$ cat config.mk
export PLATFORM = sky130hd
export DESIGN_NAME = snake_game_ctrl
export DESIGN_NICKNAME = d
export VERILOG_FILES = /design/src/rtl/snake_pkg.sv /design/src/rtl/snake_food_gen.sv /design/src/rtl/snake_game_ctrl.sv
export SDC_FILE = /design/constraint.sdc
export NUM_CORES = 2
export LEC_CHECK = 0
export BUFFER_PORTS_ARGS = -buffer_cell sky130_fd_sc_hd__buf_2
export CAP_MARGIN = 20
export CORE_UTILIZATION = 55
export DETAILED_ROUTE_END_ITERATION = 6
export PLACE_DENSITY = 0.71
export SETUP_SLACK_MARGIN = 0.2
export SLEW_MARGIN = 20
export SYNTH_ARGS = -nofsm -noshare
export SYNTH_HDL_FRONTEND = slang
export SYNTH_SLANG_ARGS = --single-unit
$ cat constraint.sdc
create_clock -name vga_clk -period 6.19 [get_ports vga_clk]
set_input_delay 0.619 -clock vga_clk [delete_from_list [all_inputs] [get_ports vga_clk]]
set_output_delay 0.619 -clock vga_clk [all_outputs]
set_load 0.1 [all_outputs]
$ cat src/rtl/snake_pkg.sv
// Shared constants, types and helpers for the snake game sequencer.
package snake_pkg;

  localparam int H_DISP      = 800;
  localparam int V_DISP      = 600;
  localparam int BLOCK_W     = 10;
  localparam int MAX_LEN     = 32;
  localparam int INIT_LEN    = 3;
  localparam int MOVE_FRAMES = 8;

  localparam int XW = 7;
  localparam int YW = 6;

  typedef logic [XW-1:0] cx_t;
  typedef logic [YW-1:0] cy_t;

  localparam cx_t GRID_W = 7'd80;
  localparam cy_t GRID_H = 6'd60;

  localparam cx_t INIT_X = 7'd40;
  localparam cy_t INIT_Y = 6'd30;
  localparam cx_t FOOD_X = 7'd60;
  localparam cy_t FOOD_Y = 6'd30;

  localparam logic [15:0] LFSR_SEED = 16'hACE1;

  typedef enum logic [1:0] {UP, DOWN, LEFT, RIGHT} dir_t;
  typedef enum logic [2:0] {IDLE, RUN, CALC, CHECK, SHIFT, FOOD, OVER} state_t;

  function automatic logic is_reverse(input dir_t a, input dir_t b);
    return (a == UP && b == DOWN) || (a == DOWN && b == UP) ||
           (a == LEFT && b == RIGHT) || (a == RIGHT && b == LEFT);
  endfunction

  function automatic logic in_cell(input logic [10:0] p, input logic [10:0] base);
    return (p >= base) && (p < base + 11'(BLOCK_W));
  endfunction

endpackage

$ cat src/rtl/snake_food_gen.sv
// Free-running LFSR; offers an in-grid food candidate whenever req is high.
module snake_food_gen
  import snake_pkg::*;
(
  input  logic vga_clk,
  input  logic sys_rst_n,
  input  logic req,
  output logic valid,
  output cx_t  food_x,
  output cy_t  food_y
);

  logic [15:0] lfsr;
  logic        fb;

  // Fibonacci taps 16,14,13,11
  assign fb = lfsr[15] ^ lfsr[13] ^ lfsr[12] ^ lfsr[10];

  always_ff @(posedge vga_clk or negedge sys_rst_n) begin
    if (!sys_rst_n) lfsr <= LFSR_SEED;
    else            lfsr <= {lfsr[14:0], fb};
  end

  assign food_x = lfsr[6:0];
  assign food_y = lfsr[13:8];
  assign valid  = req && (food_x < GRID_W) && (food_y < GRID_H);

endmodule

$ cat src/rtl/snake_game_ctrl.sv
// Snake game sequencer: IDLE, RUN, CALC, CHECK, SHIFT, FOOD, OVER.
// Define WALL_WRAP_EN to wrap the head around the grid instead of ending on a wall.
module snake_game_ctrl
  import snake_pkg::*;
(
  input  logic        vga_clk,
  input  logic        sys_rst_n,
  input  logic [10:0] pixel_xpos,
  input  logic [10:0] pixel_ypos,
  input  logic        key_up,
  input  logic        key_down,
  input  logic        key_left,
  input  logic        key_right,
  input  logic        start,
  output logic [9:0]  box_x,
  output logic [9:0]  box_y,
  output logic        snack_r,
  output logic        fin,
  output logic [7:0]  score
);

  localparam int LW  = $clog2(MAX_LEN + 1);
  localparam int IW  = $clog2(MAX_LEN);
  localparam int FCW = (MOVE_FRAMES > 1) ? $clog2(MOVE_FRAMES) : 1;

  state_t          state;
  dir_t            dir, pend, key_dir;
  logic            key_hit, key_ok;
  logic [LW-1:0]   len;
  logic [IW-1:0]   idx, lim_m1;
  logic [FCW-1:0]  frame_cnt;
  cx_t             seg_x [MAX_LEN];
  cy_t             seg_y [MAX_LEN];
  cx_t             food_x, nh_x, cand_x, gen_x;
  cy_t             food_y, nh_y, cand_y, gen_y;
  logic            eat, eat_c, wall, gen_valid, frame_tick, match;
  logic signed [7:0] sx;
  logic signed [6:0] sy;

  snake_food_gen u_food (
    .vga_clk   (vga_clk),
    .sys_rst_n (sys_rst_n),
    .req       (state == FOOD),
    .valid     (gen_valid),
    .food_x    (gen_x),
    .food_y    (gen_y)
  );

  assign frame_tick = (pixel_xpos == 11'(H_DISP - 1)) && (pixel_ypos == 11'(V_DISP - 1));

  always_comb begin
    key_hit = 1'b1;
    key_dir = RIGHT;
    if      (key_up)    key_dir = UP;
    else if (key_down)  key_dir = DOWN;
    else if (key_left)  key_dir = LEFT;
    else if (key_right) key_dir = RIGHT;
    else                key_hit = 1'b0;
  end

  // Rejecting reversal of the pending dir too stops two quick keys doing a U-turn.
  assign key_ok = key_hit && !is_reverse(key_dir, dir) && !is_reverse(key_dir, pend);

  always_comb begin
    sx = signed'({1'b0, seg_x[0]});
    sy = signed'({1'b0, seg_y[0]});
    case (pend)
      UP:      sy = sy - 7'sd1;
      DOWN:    sy = sy + 7'sd1;
      LEFT:    sx = sx - 8'sd1;
      default: sx = sx + 8'sd1;
    endcase
`ifdef WALL_WRAP_EN
    wall = 1'b0;
    if      (sx < 8'sd0)                    cand_x = GRID_W - 7'd1;
    else if (sx >= $signed({1'b0, GRID_W})) cand_x = '0;
    else                                    cand_x = sx[XW-1:0];
    if      (sy < 7'sd0)                    cand_y = GRID_H - 6'd1;
    else if (sy >= $signed({1'b0, GRID_H})) cand_y = '0;
    else                                    cand_y = sy[YW-1:0];
`else
    wall   = (sx < 8'sd0) || (sx >= $signed({1'b0, GRID_W})) ||
             (sy < 7'sd0) || (sy >= $signed({1'b0, GRID_H}));
    cand_x = sx[XW-1:0];
    cand_y = sy[YW-1:0];
`endif
    eat_c = (cand_x == food_x) && (cand_y == food_y);
  end

  assign match = (seg_x[idx] == nh_x) && (seg_y[idx] == nh_y);

  always_comb begin
    snack_r = 1'b0;
    for (int i = 0; i < MAX_LEN; i++) begin
      if ((LW'(i) < len) &&
          in_cell(pixel_xpos, 11'(seg_x[i]) * 11'(BLOCK_W)) &&
          in_cell(pixel_ypos, 11'(seg_y[i]) * 11'(BLOCK_W)))
        snack_r = 1'b1;
    end
  end

  assign box_x = 10'(food_x) * 10'(BLOCK_W);
  assign box_y = 10'(food_y) * 10'(BLOCK_W);

  always_ff @(posedge vga_clk or negedge sys_rst_n) begin
    if (!sys_rst_n) begin
      state     <= IDLE;
      dir       <= RIGHT;
      pend      <= RIGHT;
      len       <= LW'(INIT_LEN);
      for (int i = 0; i < MAX_LEN; i++) begin
        seg_x[i] <= INIT_X - cx_t'(i);
        seg_y[i] <= INIT_Y;
      end
      food_x    <= FOOD_X;
      food_y    <= FOOD_Y;
      fin       <= 1'b0;
      score     <= '0;
      frame_cnt <= '0;
      idx       <= '0;
      lim_m1    <= '0;
      nh_x      <= '0;
      nh_y      <= '0;
      eat       <= 1'b0;
    end else begin
      if (key_ok && state != OVER) pend <= key_dir;
      case (state)
        IDLE: if (start) state <= RUN;
        RUN: begin
          if (frame_tick) begin
            if (frame_cnt == FCW'(MOVE_FRAMES - 1)) begin
              frame_cnt <= '0;
              state     <= CALC;
            end else begin
              frame_cnt <= frame_cnt + 1'b1;
            end
          end
        end
        CALC: begin
          dir  <= pend;
          nh_x <= cand_x;
          nh_y <= cand_y;
          eat  <= eat_c;
          idx  <= '0;
          // the tail vacates this step unless the snake grows
          lim_m1 <= eat_c ? IW'(len - LW'(1)) : IW'(len - LW'(2));
          if (wall) begin
            fin   <= 1'b1;
            state <= OVER;
          end else begin
            state <= CHECK;
          end
        end
        CHECK: begin
          if (match) begin
            fin   <= 1'b1;
            state <= OVER;
          end else if (idx == lim_m1) begin
            state <= SHIFT;
          end else begin
            idx <= idx + 1'b1;
          end
        end
        SHIFT: begin
          for (int i = MAX_LEN - 1; i > 0; i--) begin
            seg_x[i] <= seg_x[i-1];
            seg_y[i] <= seg_y[i-1];
          end
          seg_x[0] <= nh_x;
          seg_y[0] <= nh_y;
          if (eat) begin
            if (len != LW'(MAX_LEN)) len <= len + 1'b1;
            if (score != 8'hFF) score <= score + 1'b1;
            state <= FOOD;
          end else begin
            state <= RUN;
          end
        end
        FOOD: begin
          if (gen_valid) begin
            food_x <= gen_x;
            food_y <= gen_y;
            state  <= RUN;
          end
        end
        OVER: begin
          if (start) begin
            state     <= RUN;
            dir       <= RIGHT;
            pend      <= RIGHT;
            len       <= LW'(INIT_LEN);
            for (int i = 0; i < MAX_LEN; i++) begin
              seg_x[i] <= INIT_X - cx_t'(i);
              seg_y[i] <= INIT_Y;
            end
            food_x    <= FOOD_X;
            food_y    <= FOOD_Y;
            fin       <= 1'b0;
            score     <= '0;
            frame_cnt <= '0;
          end
        end
        default: state <= IDLE;
      endcase
    end
  end

endmodule

==> results.yml <==
status:
  status: "completed"
routing:
  routed_wl_microns: 241000
  antenna_left: 0
  drt_iter0_drc: 5795
  routedWlPerCell_microns: 24.8
  drc: 0
  viasPerCell: 6.39
  drt_pass1_iterations: 6
  num_vias: 62100
setup_path:
  crit_start: "seg_x[93]"
  r2r_start: "idx[0]"
  r2r_end: "state[2]"
  max_stage_delay_ps: 610
  crit_slowest_cell: "dfstp_2"
  r2r.worst_path.cells: 10
  required_ps: 5570
  crit_fanout: 5
  cp-start-kind: "flip-flop"
  r2r_slack_ps: 1470
  arrival_ps: 5500
  worstSetupEndpointType: "primary output"
  crit_end: "snack_r"
  worstSetupPathType: "flip-flop to primary output"
  path_cells: "ha_1 -> ha_1 -> a21o_1 -> a21oi_1 -> o21bai_1 -> a21oi_1 -> xor2_1 -> ha_1 -> nor3_2 -> a31oi_2 -> o2111ai_1 -> a2111oi_0 -> a31oi_2 -> o2111ai_1 -> nor4_1 -> nand3_2 -> buf_12 -> buf_12"
  critical_path.most_common_cell: "ha_1"
floorplanning:
  pin_count: 59
  dieArea_sq_um: 132000
  die_w_microns: 363
  die_h_microns: 363
  core.rowCount: 132
  core_sq_um: 129000
  start_util_pct: 55.4
layout:
  drive_above_1_share_pct: 10.6
  layout_commonest_cell: "ha_1"
  final_area_sq_um: 78500
  instances_no_fill: 9732
  nNetsFinal: 9959
  final.fill_count: 11100
  syn2layout_area_growth_pct: 9.49
  final_cell_mix: "1916 x ha_1, 799 x inv_1, 481 x xnor2_1"
global_routing:
  grt_max_degree: 151
  antenna_found_initial: 9
  grt_pass1_vias: 59900
  overflow: 0
  grt_pass1_wl_microns: 369000
  track_usage_pct: 36.3
place:
  post-place-ws_ps: 230
  dp_hpwl_microns: 184000
  io_buffer_count: 56
  place_congestion: 1.07
  dp_cells: 9572
  place_area_sq_um: 75000
timing:
  final_max_slew_viol_count: 0
  min_period_ps: 6120
  finalCritPeriodShare_pct: 98.9
  max_slew_margin_pct: 18.7
  final-setup-viol-count: 0
  worst_slack_ps: 69.5
  max_freq_mhz: 163
  hold_viol_final: 0
  clock_skew_ps: 42.9
  max_slew.worst_pin.slew_ps: 1210
  holdWs_ps: 229
  rsz0062_at_grt: "yes"
min_path:
  min_from: "key_down"
  min_path_type: "input port to flip-flop"
run:
  maxCapViolCount: 0
clock_network:
  cts-htree-levels: 2
  cts_tree: "yes"
  clkTransAtPathRegs_ps: 70
  cts_root_buffer: "clkbuf_16"
  cts_buffer_depth: 3
  cts_buffers: 60
  clock_sinks: 494
  clkLatencyLatePin_ps: 720
logic_synthesis:
  syn_area_sq_um: 71700
  ys_ff_latch: 494
  netlist-cell-type-count: 91
  async_reset_ff_share_pct: 100
  ys_seq_area_share_pct: 17.7
  synth_edf_count: 0
  avgSynthCellArea_sq_um: 9.24
  synth_flop_cell: "dfrtp_1"
  synthCells: 7761
  synth_warnings: 0
## per-layer routing
layer  vias to the layer above  track usage (%)  part of all wire, %
met4                        14             14.6                  4.6
li1                      28900                -                    -
met5                         -                0                0.038
met1                     30200             51.7                   45
met3                       489             8.99                   10
met2                      2550             51.9                   40
## repair_timing
item | in CTS | in global routing
hold endpoints to repair | 44 | 0
hold buffers | 1 | 0
setup buffers | 43 | 0
setup endpoints to repair | 1 | 1
pin swaps | 54 | 21
gates resized for setup | 157 | 42
## state kept, by name, indices dropped and copies added, names as in the netlist
signal,flops
dir,2
len,6
nh_x,7
state,3
score,8
fin,1
nh_y,6
food_y,6
food_x,7
seg_y,192
idx,5
seg_x,224
frame_cnt,3
lim_m1,5
u_food.lfsr,16
pend,2
eat,1
## worst min-delay path by stage
stage                      endpoint  slack [ps]  depth (start not counted)
global route                pend[1]         270                          4
floorplan                       eat         320                          0
finish                      pend[1]         230                          4
detailed placement  u_food.lfsr[15]         340                          0
CTS                         pend[1]         210                          4
global placement    u_food.lfsr[15]         340                          0
## logic make-up after synthesis
| kind of cell | after synthesis | share of synthesized area (%) |
|---|---|---|
| buf+inv | 986 | 5.43 |
| flops | 494 | 17.7 |
| other cells | 2 | 0.0105 |
| simple gates | 1219 | 8.80 |
| mux | 171 | 3.40 |
| compound gates | 2191 | 20.6 |
| fa+ha+maj | 1994 | 35.5 |
| xor+xnor | 704 | 8.60 |
## Yosys cell counts (116+ instances only)
library cell	count	area share (%)
nor2_1	242	1.3
xnor2_1	507	6.2
o22a_1	152	1.9
a21o_1	259	2.7
inv_1	803	4.2
ha_1	1926	34
nor3_1	171	1.2
nand2_1	184	0.96
nor2b_1	162	1.4
nand3_1	138	0.96
a22o_1	149	1.8
o21ai_0	411	2.9
xor2_1	197	2.4
clkbuf_1	116	0.61
dfstp_2	239	8.8
o21a_1	149	1.6
a21oi_1	494	3.4
dfrtp_1	255	8.9
## cell type report
| class | count | area (sq um) | share of cell area, % |
|---|---|---|---|
| inverter | 804 | 3020 | 3.84 |
| clock buffer | 87 | 1710 | 2.18 |
| clock inverter | 27 | 400 | 0.510 |
| tap | 1742 | 2180 | 2.78 |
| antenna | 2 | 5.00 | 0.00638 |
| multi-input combinational | 6313 | 56400 | 71.8 |
| timing repair buffer | 263 | 2150 | 2.74 |
| sequential | 494 | 12700 | 16.1 |
## critical path, delay by kind of cell, from the launching register on
family / cells / cell delay, ps
flip-flops: 1 / 610
adder cells (fa/ha/maj): 3 / 910
XOR/XNOR: 1 / 330
AND/OR/NAND/NOR: 3 / 1010
buffers and inverters: 2 / 340
AO/OA/AOI/OAI: 9 / 1580
## per-stage QoR
step                utilization [%]  setup TNS [ps]
floorplan                         -               0
global placement               57.9               0
detailed placement             57.9               0
CTS                            60.4               0
global route                   60.6           -48.3
finish                         60.6               0
Power is left out: the tool's default activity adds up to more than one toggle a clock period on the data nets, which glitch-free logic cannot reach.
